$ cat config.mk
export PLATFORM = sky130hd
export DESIGN_NAME = secded_decoder_flat
export DESIGN_NICKNAME = d
export VERILOG_FILES = /design/src/rtl/secded_pkg.sv /design/src/rtl/secded_if.sv /design/src/rtl/secded_syndrome.sv /design/src/rtl/secded_decoder.sv /design/src/flat_wrapper.sv
export SDC_FILE = /design/constraint.sdc
export NUM_CORES = 1
export LEC_CHECK = 0
export ABC_AREA = 1
export CAP_MARGIN = 0
export CORE_MARGIN = 1
export CORE_UTILIZATION = 55
export CTS_CLUSTER_DIAMETER = 100
export DETAILED_ROUTE_END_ITERATION = 8
export HOLD_SLACK_MARGIN = 0.15
export PLACE_DENSITY_LB_ADDON = 0.08
export SLEW_MARGIN = 5
export SYNTH_ARGS = -nofsm -noshare
export SYNTH_HDL_FRONTEND = slang
export SYNTH_SLANG_ARGS = --single-unit
$ cat constraint.sdc
create_clock -name clk -period 2 [get_ports clk]
set_input_delay 0.6 -clock clk [delete_from_list [all_inputs] [get_ports clk]]
set_output_delay 0.6 -clock clk [all_outputs]
set_load 0.02 [all_outputs]
$ cat src/rtl/secded_pkg.sv
// secded_pkg: geometry constants and FSM state type for the (16,11) extended Hamming SECDED code
package secded_pkg;
  localparam int CW_LEN = 16;
  localparam int DATA_LEN = 11;
  localparam int SYN_W = 4;
  localparam int PAR_LEN = CW_LEN - DATA_LEN;
  localparam logic [SYN_W-1:0] PAR_POS [PAR_LEN] = '{4'd0, 4'd1, 4'd2, 4'd4, 4'd8};
  localparam logic [SYN_W-1:0] DATA_POS [DATA_LEN] = '{4'd3, 4'd5, 4'd6, 4'd7, 4'd9, 4'd10, 4'd11, 4'd12, 4'd13, 4'd14, 4'd15};
  typedef enum logic [1:0] {IDLE, LOAD, SHIFT} state_t;
endpackage

$ cat src/rtl/secded_if.sv
// secded_if: serial link bundle; datain/validin/sofin toward the decoder, dataout/validout/err_single/err_double back
interface secded_if;
  logic datain, validin, sofin, dataout, validout, err_single, err_double;
  modport master (output datain, validin, sofin, input dataout, validout, err_single, err_double);
  modport slave (input datain, validin, sofin, output dataout, validout, err_single, err_double);
endinterface

$ cat src/rtl/secded_syndrome.sv
// secded_syndrome: combinational check of one codeword; cw in, syndrome s, overall parity p, corrected data, err_single/err_double out
module secded_syndrome import secded_pkg::*; (
  input  logic [CW_LEN-1:0]   cw,
  output logic [SYN_W-1:0]    s,
  output logic                p,
  output logic [DATA_LEN-1:0] data,
  output logic                err_single,
  output logic                err_double
);
  logic [CW_LEN-1:0] fixed;
  always_comb begin
    s = '0;
    for (int b = 0; b < SYN_W; b++)
      for (int j = 1; j < CW_LEN; j++)
        s[b] = s[b] ^ (cw[j] & |(SYN_W'(j) & PAR_POS[b+1]));
    p = ^cw;
    fixed = cw ^ (CW_LEN'(p) << s);
    data = '0;
    for (int i = 0; i < DATA_LEN; i++) data[i] = fixed[DATA_POS[i]];
    err_single = p;
    err_double = !p && |s;
  end
endmodule

$ cat src/rtl/secded_decoder.sv
// secded_decoder: serial (16,11) SECDED receiver; clk, rst_n, bus.slave (datain/validin/sofin in; dataout/validout/err_single/err_double out)
module secded_decoder import secded_pkg::*; (
  input logic     clk,
  input logic     rst_n,
  secded_if.slave bus
);
  logic [3:0] cnt, pos, k;
  logic [CW_LEN-1:0] sr, hold, cw_in;
  logic [DATA_LEN-1:0] out, data_fix;
  logic [SYN_W-1:0] unused_s;
  logic unused_p, done, pend, err_s, err_d, s_single, s_double;
  state_t state, nxt;
  assign pos = bus.sofin ? '0 : cnt;
  assign cw_in = {bus.datain, sr[CW_LEN-1:1]};
  assign done = bus.validin && &pos;
  secded_syndrome u_syn (
    .cw(hold), .s(unused_s), .p(unused_p), .data(data_fix),
    .err_single(s_single), .err_double(s_double)
  );
  always_ff @(posedge clk or negedge rst_n)
    if (!rst_n) begin
      cnt <= '0;
      sr <= '0;
      hold <= '0;
      pend <= 1'b0;
    end else begin
      if (bus.validin) begin
        cnt <= pos + 4'd1;
        sr <= cw_in;
      end
      if (done) hold <= cw_in;
      pend <= done || (pend && state != LOAD);
    end
  always_ff @(posedge clk or negedge rst_n)
    if (!rst_n) state <= IDLE;
    else state <= nxt;
  always_comb
    nxt = state == IDLE ? ((done || pend) ? LOAD : IDLE) :
          state == LOAD ? SHIFT : (k == 4'd10 ? IDLE : SHIFT);
  always_ff @(posedge clk or negedge rst_n)
    if (!rst_n) begin
      out <= '0;
      k <= '0;
      err_s <= 1'b0;
      err_d <= 1'b0;
    end else if (state == LOAD) begin
      out <= data_fix;
      k <= '0;
      err_s <= s_single;
      err_d <= s_double;
    end else if (state == SHIFT) begin
      out <= out >> 1;
      k <= k + 4'd1;
    end
  assign bus.validout = state == SHIFT;
  assign bus.dataout = bus.validout & out[0];
  assign bus.err_single = err_s;
  assign bus.err_double = err_d;
endmodule

$ cat src/flat_wrapper.sv
// flat-port wrapper written by rule: the top's interface ports become plain ports
module secded_decoder_flat import secded_pkg::*;
  (clk, rst_n, bus_datain, bus_validin, bus_sofin, bus_dataout, bus_validout, bus_err_single, bus_err_double);
  secded_if bus_i ();
  input logic clk;
  input logic rst_n;
  input wire logic [$bits(bus_i.datain)-1:0] bus_datain;
  input wire logic [$bits(bus_i.validin)-1:0] bus_validin;
  input wire logic [$bits(bus_i.sofin)-1:0] bus_sofin;
  output wire logic [$bits(bus_i.dataout)-1:0] bus_dataout;
  output wire logic [$bits(bus_i.validout)-1:0] bus_validout;
  output wire logic [$bits(bus_i.err_single)-1:0] bus_err_single;
  output wire logic [$bits(bus_i.err_double)-1:0] bus_err_double;
  assign bus_i.datain = bus_datain;
  assign bus_i.validin = bus_validin;
  assign bus_i.sofin = bus_sofin;
  assign bus_dataout = bus_i.dataout;
  assign bus_validout = bus_i.validout;
  assign bus_err_single = bus_i.err_single;
  assign bus_err_double = bus_i.err_double;
  secded_decoder u_core (.clk(clk), .rst_n(rst_n), .bus(bus_i));
endmodule
==> reports/summary.log, run 1 <==
INFO  die            floorplan_core_area=5640um^2
INFO  logic_synthesis synth_top_area_share=0.418
INFO  timing         timing.hold.ws=256ps
INFO  clock_network  clock_path_buffers=2
INFO  logic_synthesis synthesis.instances=463
INFO  logic_synthesis top_area_cells_in_the_synthesized_netlist=sky130_fd_sc_hd__dfrtp_1, sky130_fd_sc_hd__nand2_1, sky130_fd_sc_hd__inv_1
INFO  die            ioPinCount=9
INFO  worst_setup_path path_cells=inv_1 -> ha_2 -> dlygate4sd2_1
INFO  worst_setup_path crit_path_max_incr_delay=420ps
INFO  power_and_ir_drop power-per-cell-area=638nW/um^2
INFO  die            die_y=79.4um
INFO  final_layout   final_cell_count_no_fill=546
INFO  worst_setup_path timing.rr.end=u_core.out[4]$_DFFE_PN0P_
INFO  clock_network  tritoncts_num_sinks=55
INFO  final_layout   layout.nets=484
INFO  die            initial_util=0.584
INFO  final_layout   layout_commonest_cell=sky130_fd_sc_hd__nand2_1
INFO  worst_hold_path hp-class=primary input to async pin
INFO  grt            globalRoute.totalOverflow=0
INFO  detailed_routing route.detailed.drc=0
INFO  placement      dp_hpwl=4.92mm
INFO  grt            grt_pass1_vias=2,707
INFO  logic_synthesis synth.yosys.seq_area_share=0.418
INFO  detailed_routing routedWlPerCell=12.1um
INFO  run_status     run_status=finished clean
INFO  logic_synthesis postSynth.asyncResetShare=1.00
INFO  timing         max_slew_margin=0.742
INFO  worst_setup_path regToRegStartpoint=u_core.hold[6]$_DFFE_PN0P_
INFO  final_layout   fraction_of_layout_cells_with_a_size_suffix_above_1=0.165
INFO  detailed_routing initialDrtViolationCount=181
INFO  die            fp.dieW=79.4um
INFO  detailed_routing viasPerCell=5.19
INFO  timing         final_period_minus_worst_setup_slack=1920ps
INFO  clock_network  cts.htree.levels=2
INFO  final_layout   layout.cells.most_common_list=sky130_fd_sc_hd__nand2_1, sky130_fd_sc_hd__inv_1, sky130_fd_sc_hd__dfrtp_1, sky130_fd_sc_hd__o21ai_0, sky130_fd_sc_hd__nand3_1
INFO  grt            grtUsageTotal=0.245
INFO  placement      gp_congestion=0.890
INFO  timing         clock_skew=13.8ps
INFO  detailed_routing routed_wirelength=6.63mm
INFO  final_layout   areaGrowthSynthToFinish=9.87%
INFO  die            dieArea=6310um^2
INFO  power_and_ir_drop p_seq_frac=0.544
INFO  logic_synthesis synth_nets=474
INFO  clock_network  clk_pin_slew=110ps
INFO  detailed_routing num_vias=2,833
INFO  worst_setup_path setup.worst_path.end_class=output pin
INFO  worst_setup_path cp_data_arrival_time=1320ps
INFO  worst_setup_path criticalPathCategory=register to output pin
INFO  grt            grt_pass1_wl=12.0mm
INFO  timing         final-setup-viol-count=0
INFO  grt            largest_net_degree_at_the_start_of_global_routing=56
INFO  clock_network  insertion_delay=310ps
INFO  final_layout   insertedDiodeCount=0
INFO  timing         timing.final.crit_share=0.961
INFO  worst_setup_path crit_fanout=3
INFO  logic_synthesis postSynthAreaPerCell=7.12um^2
INFO  detailed_routing drt-pass1-iter-count=4
INFO  worst_setup_path r2r_slack=150ps
INFO  clock_network  cts_tree=yes
INFO  logic_synthesis synth-seq-cells=55
INFO  timing         hold_viol=0
INFO  clock_network  total_clock_buffers_created_by_cts=5
INFO  power_and_ir_drop clkPwrFrac=0.331
INFO  placement      dp_worst_setup_slack=-87.7ps
INFO  grt            grt_antenna_before_repair=0
INFO  logic_synthesis synth_area=3300um^2
INFO  logic_synthesis ys.warnings.count=0
INFO  power_and_ir_drop vdd_ir_drop_max=0.592mV
INFO  worst_setup_path slowest_stage=sky130_fd_sc_hd__dfrtp_1
INFO  placement      post-place-cells=537
INFO  power_and_ir_drop power_frac_comb=0.126
INFO  die            rows=27
INFO  timing         max_freq=520MHz
INFO  clock_network  cts.root.buffer_cell=sky130_fd_sc_hd__clkbuf_8
INFO  timing         timing.final.max_slew_violations=0
INFO  logic_synthesis yosysUniqueCellTypes=27
INFO  logic_synthesis postSynth.topFlopCell=sky130_fd_sc_hd__dfrtp_1
INFO  power_and_ir_drop power.share.switching=0.266
INFO  logic_synthesis synth.largest_area_cell=sky130_fd_sc_hd__dfrtp_1
INFO  power_and_ir_drop internal_power=0.00169W
INFO  run            maximum_capacitance_violations=0
INFO  placement      count_of_input_and_output_buffers=8
INFO  timing         worstMarginPinSlew=387ps
INFO  power_and_ir_drop power.net_switching=0.000615W
INFO  worst_setup_path timing.critical_path.to=bus_validout
INFO  logic_synthesis synth_edf_count=0
INFO  worst_setup_path critical_path.startpoint_type=register
INFO  worst_setup_path r2r.worst_path.cells=14
INFO  timing         setup_ws=78.4ps
INFO  timing         rsz0062_at_grt=yes
INFO  detailed_routing postRouteAntennaNets=0
INFO  power_and_ir_drop p_leak=1.83nW
INFO  worst_setup_path startpoint=u_core.state[0]$_DFF_PN0_
INFO  worst_setup_path timing.critical_path.required=1400ps
[flip-flops by register name (all words and copies together), names as in the netlist]
| register | cells |
|---|---|
| u_core.hold | 16 |
| u_core.state | 2 |
| u_core.cnt | 4 |
| u_core.bus.err_double | 1 |
| u_core.out | 11 |
| u_core.k | 4 |
| u_core.pend | 1 |
| u_core.sr | 15 |
| u_core.bus.err_single | 1 |
[per-stage QoR]
stage	setup TNS (ps)	area (um^2)	util	total power [W]
3_3_place_gp	-120	3470	0.615	0.00156
2_1_floorplan	0	3300	-	0.00147
4_1_cts	0	3590	0.636	0.00234
3_5_place_dp	-1230	3470	0.615	0.00157
6_report	0	3620	0.642	0.00231
5_1_grt	-57.1	3620	0.642	0.00243
[layout make-up]
class                           count  area, um^2
Timing Repair Buffer               15         146
Sequential cell                    55        1390
Fill cell                         511        2020
Clock inverter                      3        50.0
Clock buffer                        5        68.8
Inverter                           77         292
Tap cell                           72        90.1
Multi-Input combinational cell    319        1580
[critical path, delay by kind of cell, from the launching register on]
family	cells	cell delay [ps]
DFF	1	420
adders and majority gates	1	180
buffers and inverters	2	420
[timing repair]
action / 4_1_cts / 5_1_grt
setup endpoints to repair: 2 / 13
setup buffers: 0 / 1
resized for setup: 4 / 19
pin swaps: 0 / 2
gates cloned: 0 / 0
hold buffers: 0 / 0
[cells by family (layout without fill, tap and decap cells)]
group                    count (synthesis)  count (layout)  share of synthesized area
AO/OA/AOI/OAI                           54              54                     0.0900
adder cells (fa/ha/maj)                  6               6                     0.0228
AND/OR/NAND/NOR                        256             256                      0.355
XOR/XNOR                                 3               3                    0.00797
flip-flops                              55              55                      0.418
buffers and inverters                   89             100                      0.107
[cell usage after synthesis (all sizes together) (2+ instances only)]
cell type and instances:
o21ai 38, ha 6, nand4 14, inv 77, buf 2, clkbuf 10
dfrtp 55, nand2 180, o22ai 9, a21oi 2, a21boi 2, nand3 34
nor2 27, xor2 2
[power groups by stage]
stage | sequential (W) | clock (W) | combinational [W]
finish | 0.00126 | 0.000763 | 0.000290
global route | 0.00127 | 0.000819 | 0.000343
CTS | 0.00126 | 0.000791 | 0.000294
detailed placement | 0.00128 | 0 | 0.000294
global placement | 0.00128 | 0 | 0.000286
floorplan | 0.00127 | 0 | 0.000203
[per-layer routing]
| metal | vias up | share of wire | global-route usage |
|---|---|---|---|
| li1 | 1470 | - | - |
| met1 | 1302 | 0.49 | 0.333 |
| met2 | 53 | 0.46 | 0.408 |
| met3 | 8 | 0.044 | 0.0354 |
| met4 | 0 | 0.011 | 0.0691 |
| met5 | - | 0 | 0 |
[worst min-delay path by stage]
stage / start / endpoint / slack, ps / cells past startpoint
3_3_place_gp: u_core.sr[3]$_DFFE_PN0P_ / u_core.sr[2]$_DFFE_PN0P_ / 460 / 2
4_1_cts: rst_n / u_core.sr[1]$_DFFE_PN0P_ / 270 / 2
2_1_floorplan: rst_n / u_core.bus.err_double$_DFFE_PN0P_ / 300 / 0
5_1_grt: rst_n / u_core.sr[1]$_DFFE_PN0P_ / 260 / 2
6_report: rst_n / u_core.sr[1]$_DFFE_PN0P_ / 260 / 2
3_5_place_dp: u_core.sr[6]$_DFFE_PN0P_ / u_core.sr[5]$_DFFE_PN0P_ / 470 / 2
No activity file was read; power rests on OpenSTA's default activity.
==> run 2: changes to the inputs <==
==> constraint.sdc (replaced) <==
create_clock -name clk -period 2 [get_ports clk]
set_input_delay 0.4 -clock clk [delete_from_list [all_inputs] [get_ports clk]]
set_output_delay 0.4 -clock clk [all_outputs]
set_load 0.02 [all_outputs]
==> reports/summary.log, run 2 (same netlist as run 1, synthesis figures left out) <==
INFO  worst_setup_path r2r.worst_path.cells=14
INFO  detailed_routing routedWlPerCell=12.0um
INFO  clock_network  postCtsSetupRepairBufs=0
INFO  die            ioPinCount=9
INFO  worst_setup_path timing.rr.end=u_core.out[1]$_DFFE_PN0P_
INFO  grt            grt_pass1_wl=11.3mm
INFO  timing         timing.final.crit_share=0.916
INFO  timing         worstMarginPinSlew=374ps
INFO  timing         setup_ws=169ps
INFO  final_layout   areaGrowthSynthToFinish=9.26%
INFO  power_and_ir_drop power-per-cell-area=635nW/um^2
INFO  worst_setup_path cpMostUsedCell=sky130_fd_sc_hd__nand2_2
INFO  placement      post-place-cells=536
INFO  detailed_routing initialDrtViolationCount=177
INFO  worst_setup_path cp_top_family=simple AND/OR/NAND/NOR gates
INFO  die            rows=27
INFO  timing         final_period_minus_worst_setup_slack=1830ps
INFO  grt            globalRoute.totalOverflow=0
INFO  final_layout   layout_commonest_cell=sky130_fd_sc_hd__nand2_1
INFO  detailed_routing route.detailed.drc=0
INFO  worst_setup_path timing.critical_path.to=u_core.out[1]$_DFFE_PN0P_
INFO  timing         clock_skew=11.8ps
INFO  run_status     run_status=finished clean
INFO  worst_setup_path setup.worst_path.end_class=register
INFO  placement      gp_congestion=0.891
INFO  timing         max_slew_margin=0.750
INFO  final_layout   final_cell_count_no_fill=545
INFO  die            dieArea=6310um^2
INFO  grt            grtUsageTotal=0.232
INFO  final_layout   max_reg_flops=16
INFO  placement      count_of_input_and_output_buffers=8
INFO  worst_setup_path criticalPathCategory=register to register
INFO  timing         totalNegativeSetupSlack=0ps
INFO  grt            grt_pass1_vias=2,607
INFO  detailed_routing routed_wirelength=6.55mm
INFO  timing         rsz0062_at_grt=no
INFO  placement      dp_worst_setup_slack=70.5ps
INFO  clock_network  total_clock_buffers_created_by_cts=5
INFO  grt            grt_antenna_before_repair=0
INFO  die            initial_util=0.584
INFO  worst_setup_path cp_data_arrival_time=2030ps
INFO  final_layout   fin_area=3600um^2
INFO  clock_network  tritoncts_num_sinks=55
INFO  final_layout   final_core_utilization=0.638
INFO  worst_setup_path r2r_slack=170ps
INFO  die            fp.dieW=79.4um
INFO  final_layout   layout.cells.most_common_list=sky130_fd_sc_hd__nand2_1, sky130_fd_sc_hd__inv_1, sky130_fd_sc_hd__dfrtp_1, sky130_fd_sc_hd__o21ai_0, sky130_fd_sc_hd__nand3_1
INFO  final_layout   layout.nets=483
INFO  worst_setup_path timing.critical_path.required=2200ps
INFO  clock_network  cts.root.buffer_cell=sky130_fd_sc_hd__clkbuf_8
INFO  grt            largest_net_degree_at_the_start_of_global_routing=56
INFO  detailed_routing num_vias=2,839
INFO  detailed_routing drt-pass1-iter-count=4
INFO  timing         hold_viol=0
INFO  final_layout   registers.top_by_ff_count=u_core.hold
INFO  die            die_y=79.4um
INFO  power_and_ir_drop p_leak=1.83nW
INFO  final_layout   fraction_of_layout_cells_with_a_size_suffix_above_1=0.135
INFO  placement      detailed_place.area=3460um^2
INFO  clock_network  cts_tree=yes
INFO  worst_setup_path regToRegStartpoint=u_core.hold[6]$_DFFE_PN0P_
INFO  clock_network  cts.htree.levels=2
INFO  worst_setup_path path_cells=inv_1 -> nand2_1 -> nand2_2 -> inv_2 -> nand2_1 -> nand2_1 -> nand2_2 -> nand2_2 -> nand2_2 -> nand2_2 -> nor2_2 -> nand3_1 -> nand3_1 -> nand2_1
INFO  clock_network  insertion_delay=310ps
INFO  clock_network  clock_path_buffers=2
INFO  worst_setup_path slowest_stage=sky130_fd_sc_hd__dfrtp_2
INFO  run            maximum_capacitance_violations=0
INFO  detailed_routing postRouteAntennaNets=0
INFO  detailed_routing viasPerCell=5.21
INFO  worst_setup_path crit_path_max_incr_delay=460ps
INFO  timing         max_freq=546MHz
INFO  final_layout   largest_registers=u_core.hold x16, u_core.sr x15, u_core.out x11
INFO  worst_setup_path crit_fanout=12
INFO  final_layout   fillers=531
INFO  die            floorplan_core_area=5640um^2
INFO  worst_hold_path hp-class=register to register
INFO  power_and_ir_drop vdd_ir_drop_max=0.565mV
INFO  timing         timing.final.max_slew_violations=0
INFO  worst_setup_path path_buf_inv=2
INFO  worst_setup_path wp_depth=14
INFO  clock_network  clk_pin_slew=100ps
INFO  final_layout   insertedDiodeCount=0
INFO  worst_setup_path startpoint=u_core.hold[6]$_DFFE_PN0P_
INFO  placement      dp_hpwl=4.86mm
INFO  worst_setup_path critical_path.startpoint_type=register
INFO  timing         final-setup-viol-count=0
-- run 2: cell types whose count changed in the layout (fill, tap and decap cells not counted), moves of 2 or more --
cell	change
sky130_fd_sc_hd__dfrtp_1	+6
sky130_fd_sc_hd__dfrtp_2	-6
sky130_fd_sc_hd__nor2_2	-2
sky130_fd_sc_hd__nand2_2	-3
sky130_fd_sc_hd__buf_4	-2
sky130_fd_sc_hd__nand2_1	+3
-- run 2: final cells by class --
cell class / instances / area [um^2] / area share
multi-input cells: 319 / 1580 / 0.437
well taps: 72 / 90.1 / 0.0250
clock buffers: 5 / 68.8 / 0.0191
repair buffers: 14 / 145 / 0.0403
inverters: 77 / 292 / 0.0810
clock inverters: 3 / 46.3 / 0.0129
flip-flops and latches: 55 / 1380 / 0.384
-- run 2: worst reg2reg max path: cells and delay by family, from the launching register on --
family	cells	cell delay, ps
simple gates	12	1120
flops	1	460
buf+inv	2	140
-- run 2: report_power, final --
| part | total [W] | switching [W] | internal (W) |
|---|---|---|---|
| sequential | 0.00125 | 0.0000525 | 0.00120 |
| clock | 0.000744 | 0.000366 | 0.000377 |
| combinational | 0.000289 | 0.000184 | 0.000105 |
| total | 0.00229 | 0.000603 | 0.00168 |
-- run 2: repair_timing --
item                                    in CTS  in global routing
hold buffers                                 1                  0
endpoints found under the setup margin       2                 10
resized for setup                            2                  8
endpoints found under the hold margin       55                  0
-- run 2: layer usage --
metal	vias up	GRT usage	routed length, um
li1	1466	-	-
met1	1317	0.316	3290
met2	49	0.380	2870
met3	7	0.0343	280
met4	0	0.0764	102
met5	-	0	0
-- run 2: worst min path at each step --
stage | start | to | slack [ps] | cells after the start
CTS | u_core.sr[6]$_DFFE_PN0P_ | u_core.sr[5]$_DFFE_PN0P_ | 490 | 2
global placement | rst_n | u_core.sr[1]$_DFFE_PN0P_ | 420 | 2
finish | u_core.sr[6]$_DFFE_PN0P_ | u_core.sr[5]$_DFFE_PN0P_ | 490 | 2
floorplan | rst_n | u_core.bus.err_double$_DFFE_PN0P_ | 100 | 0
detailed placement | rst_n | u_core.hold[1]$_DFFE_PN0P_ | 420 | 2
global route | u_core.out[10]$_DFFE_PN0P_ | u_core.out[10]$_DFFE_PN0P_ | 520 | 2
-- run 2: through the flow --
step,hold slack [ps],power [W]
6_report,487,0.00229
5_1_grt,520,0.00241
4_1_cts,494,0.00231
3_5_place_dp,422,0.00157
3_3_place_gp,423,0.00156
2_1_floorplan,104,0.00147
==> run 3: changes to the inputs <==
--- a/config.mk
+++ b/config.mk
@@ -13,6 +13,7 @@
 export DETAILED_ROUTE_END_ITERATION = 8
 export HOLD_SLACK_MARGIN = 0.15
 export PLACE_DENSITY_LB_ADDON = 0.08
+export SKIP_CTS_REPAIR_TIMING = 1
 export SLEW_MARGIN = 5
 export SYNTH_ARGS = -nofsm -noshare
 export SYNTH_HDL_FRONTEND = slang
==> constraint.sdc (replaced) <==
create_clock -name clk -period 2.1 [get_ports clk]
set_input_delay 0.42 -clock clk [delete_from_list [all_inputs] [get_ports clk]]
set_output_delay 0.42 -clock clk [all_outputs]
set_load 0.02 [all_outputs]
==> reports/summary.log, run 3 (same netlist as run 1, synthesis figures left out) <==
INFO  clock_network  clock_path_buffers=2
INFO  power_and_ir_drop p_seq_frac=0.547
INFO  clock_network  cts.htree.levels=2
INFO  grt            grtUsageTotal=0.233
INFO  worst_setup_path timing.critical_path.required=1680ps
INFO  detailed_routing drt-pass1-iter-count=4
INFO  final_layout   fraction_of_layout_cells_with_a_size_suffix_above_1=0.119
INFO  die            ioPinCount=9
INFO  timing         rsz0062_at_grt=no
INFO  clock_network  tritoncts_num_sinks=55
INFO  final_layout   insertedDiodeCount=0
INFO  worst_setup_path crit_fanout=3
INFO  die            initial_util=0.584
INFO  grt            grt_antenna_before_repair=0
INFO  worst_setup_path cp_top_family=buffers and inverters
INFO  final_layout   registers.top_by_ff_count=u_core.hold
INFO  die            floorplan_core_area=5640um^2
INFO  clock_network  total_clock_buffers_created_by_cts=5
INFO  worst_setup_path crit_path_max_incr_delay=600ps
INFO  power_and_ir_drop power-per-cell-area=610nW/um^2
INFO  placement      dp_hpwl=4.98mm
INFO  timing         setup_ws=94.2ps
INFO  worst_setup_path slowest_stage=sky130_fd_sc_hd__clkdlybuf4s50_1
INFO  final_layout   layout.cells.most_common_list=sky130_fd_sc_hd__nand2_1, sky130_fd_sc_hd__inv_1, sky130_fd_sc_hd__dfrtp_1, sky130_fd_sc_hd__o21ai_0, sky130_fd_sc_hd__nand3_1
INFO  power_and_ir_drop clkPwrFrac=0.326
INFO  clock_network  clk_pin_slew=100ps
INFO  detailed_routing routedWlPerCell=12.3um
INFO  die            dieArea=6310um^2
INFO  die            rows=27
INFO  worst_setup_path setup.worst_path.end_class=output pin
INFO  timing         totalNegativeSetupSlack=0ps
INFO  timing         clock_skew=11.9ps
INFO  final_layout   largest_registers=u_core.hold x16, u_core.sr x15, u_core.out x11
INFO  worst_setup_path cp_data_arrival_time=1590ps
INFO  worst_setup_path path_cells=inv_1 -> ha_1 -> clkdlybuf4s50_1
INFO  final_layout   areaGrowthSynthToFinish=8.73%
INFO  worst_setup_path criticalPathCategory=register to output pin
INFO  worst_setup_path path_buf_inv=2
INFO  worst_setup_path r2r_slack=220ps
INFO  final_layout   max_reg_flops=16
INFO  grt            grt_pass1_vias=2,490
INFO  grt            globalRoute.totalOverflow=0
INFO  placement      post-place-cells=535
INFO  final_layout   layout_commonest_cell=sky130_fd_sc_hd__nand2_1
INFO  clock_network  cts.root.buffer_cell=sky130_fd_sc_hd__clkbuf_8
INFO  die            die_y=79.4um
INFO  clock_network  cts_tree=yes
INFO  timing         final_period_minus_worst_setup_slack=2010ps
INFO  detailed_routing num_vias=2,822
INFO  final_layout   layout.nets=482
INFO  worst_setup_path critical_path.startpoint_type=register
INFO  power_and_ir_drop p_leak=1.85nW
INFO  run_status     run_status=finished clean
INFO  timing         timing.final.crit_share=0.955
INFO  placement      detailed_place.area=3460um^2
INFO  grt            grt_pass1_wl=11.3mm
INFO  detailed_routing route.detailed.drc=0
INFO  timing         max_freq=499MHz
INFO  final_layout   final_cell_count_no_fill=544
INFO  grt            largest_net_degree_at_the_start_of_global_routing=56
INFO  power_and_ir_drop power_frac_comb=0.127
INFO  detailed_routing routed_wirelength=6.69mm
INFO  power_and_ir_drop internal_power=0.00161W
INFO  detailed_routing initialDrtViolationCount=167
INFO  detailed_routing postRouteAntennaNets=0
INFO  power_and_ir_drop vdd_ir_drop_max=0.485mV
INFO  placement      dp_worst_setup_slack=180ps
INFO  timing         final-setup-viol-count=0
INFO  final_layout   fin_area=3580um^2
INFO  placement      count_of_input_and_output_buffers=8
INFO  run            maximum_capacitance_violations=0
INFO  timing         hold_viol=0
INFO  timing         worstMarginPinSlew=383ps
INFO  power_and_ir_drop power.share.switching=0.265
INFO  detailed_routing viasPerCell=5.19
INFO  die            fp.dieW=79.4um
INFO  worst_hold_path hp-class=register to register
INFO  clock_network  insertion_delay=310ps
INFO  placement      gp_congestion=0.898
INFO  timing         timing.final.max_slew_violations=0
INFO  timing         max_slew_margin=0.744
INFO  power_and_ir_drop power.net_switching=0.000580W
-- run 3: cell types whose count changed in the layout (fill, tap and decap cells not counted) --
| cell | previous run | this run |
|---|---|---|
| sky130_fd_sc_hd__nor2_2 | 2 | 3 |
| sky130_fd_sc_hd__buf_4 | 3 | 2 |
| sky130_fd_sc_hd__nand2_1 | 154 | 155 |
| sky130_fd_sc_hd__nand2_2 | 22 | 21 |
| sky130_fd_sc_hd__clkdlybuf4s50_1 | 5 | 6 |
| sky130_fd_sc_hd__dfrtp_1 | 49 | 55 |
| sky130_fd_sc_hd__nor2_4 | 4 | 3 |
| sky130_fd_sc_hd__dfrtp_2 | 6 | 0 |
| sky130_fd_sc_hd__dlygate4sd2_1 | 2 | 0 |
| sky130_fd_sc_hd__dlymetal6s2s_1 | 0 | 1 |
-- run 3: path summary, 6_finish.rpt --
check                      depth (start not counted)                         end                        from
min                                                2    u_core.sr[6]$_DFFE_PN0P_    u_core.sr[7]$_DFFE_PN0P_
min in group asynchronous                          3  u_core.hold[0]$_DFFE_PN0P_                       rst_n
max                                                3                bus_validout   u_core.state[0]$_DFF_PN0_
min reg2reg                                        2    u_core.sr[6]$_DFFE_PN0P_    u_core.sr[7]$_DFFE_PN0P_
max reg2reg                                       13   u_core.out[4]$_DFFE_PN0P_  u_core.hold[3]$_DFFE_PN0P_
max in group asynchronous                          3   u_core.out[5]$_DFFE_PN0P_                       rst_n
-- run 3: power groups by stage --
| stage | clock network [W] | registers (W) | logic [W] |
|---|---|---|---|
| floorplan | 0 | 0.00120 | 0.000193 |
| global placement | 0 | 0.00121 | 0.000270 |
| detailed placement | 0 | 0.00122 | 0.000280 |
| CTS | 0.000735 | 0.00120 | 0.000281 |
| global route | 0.000770 | 0.00121 | 0.000328 |
| finish | 0.000711 | 0.00120 | 0.000277 |
-- run 3: cell type report --
type                       instances  area (um^2)
fill                             514         2060
multi-input combinational        319         1570
sequential                        55         1380
inverter                          77          292
timing repair buffer              13          143
tap                               72         90.1
clock buffer                       5         68.8
clock inverter                     3         46.3
-- run 3: per-layer routing --
metal	routed length (um)	GRT usage	up-vias
li1	-	-	1466
met1	3370	0.340	1294
met2	2970	0.360	55
met3	273	0.0400	7
met4	68	0.0545	0
met5	0	0	-
-- run 3: worst min-delay path: stages (launching register included) --
cell	delay, ps
sky130_fd_sc_hd__dfrtp_1	350
sky130_fd_sc_hd__nand2_1	50
sky130_fd_sc_hd__o21ai_0	60
-- run 3: stage by stage --
step	power, W	hold WS (ps)	util
final	0.00218	490	0.635
after CTS	0.00221	90.0	0.633
after detailed placement	0.00150	439	0.613
after global routing	0.00230	520	0.635
after floorplan	0.00140	124	-
after global placement	0.00148	442	0.613
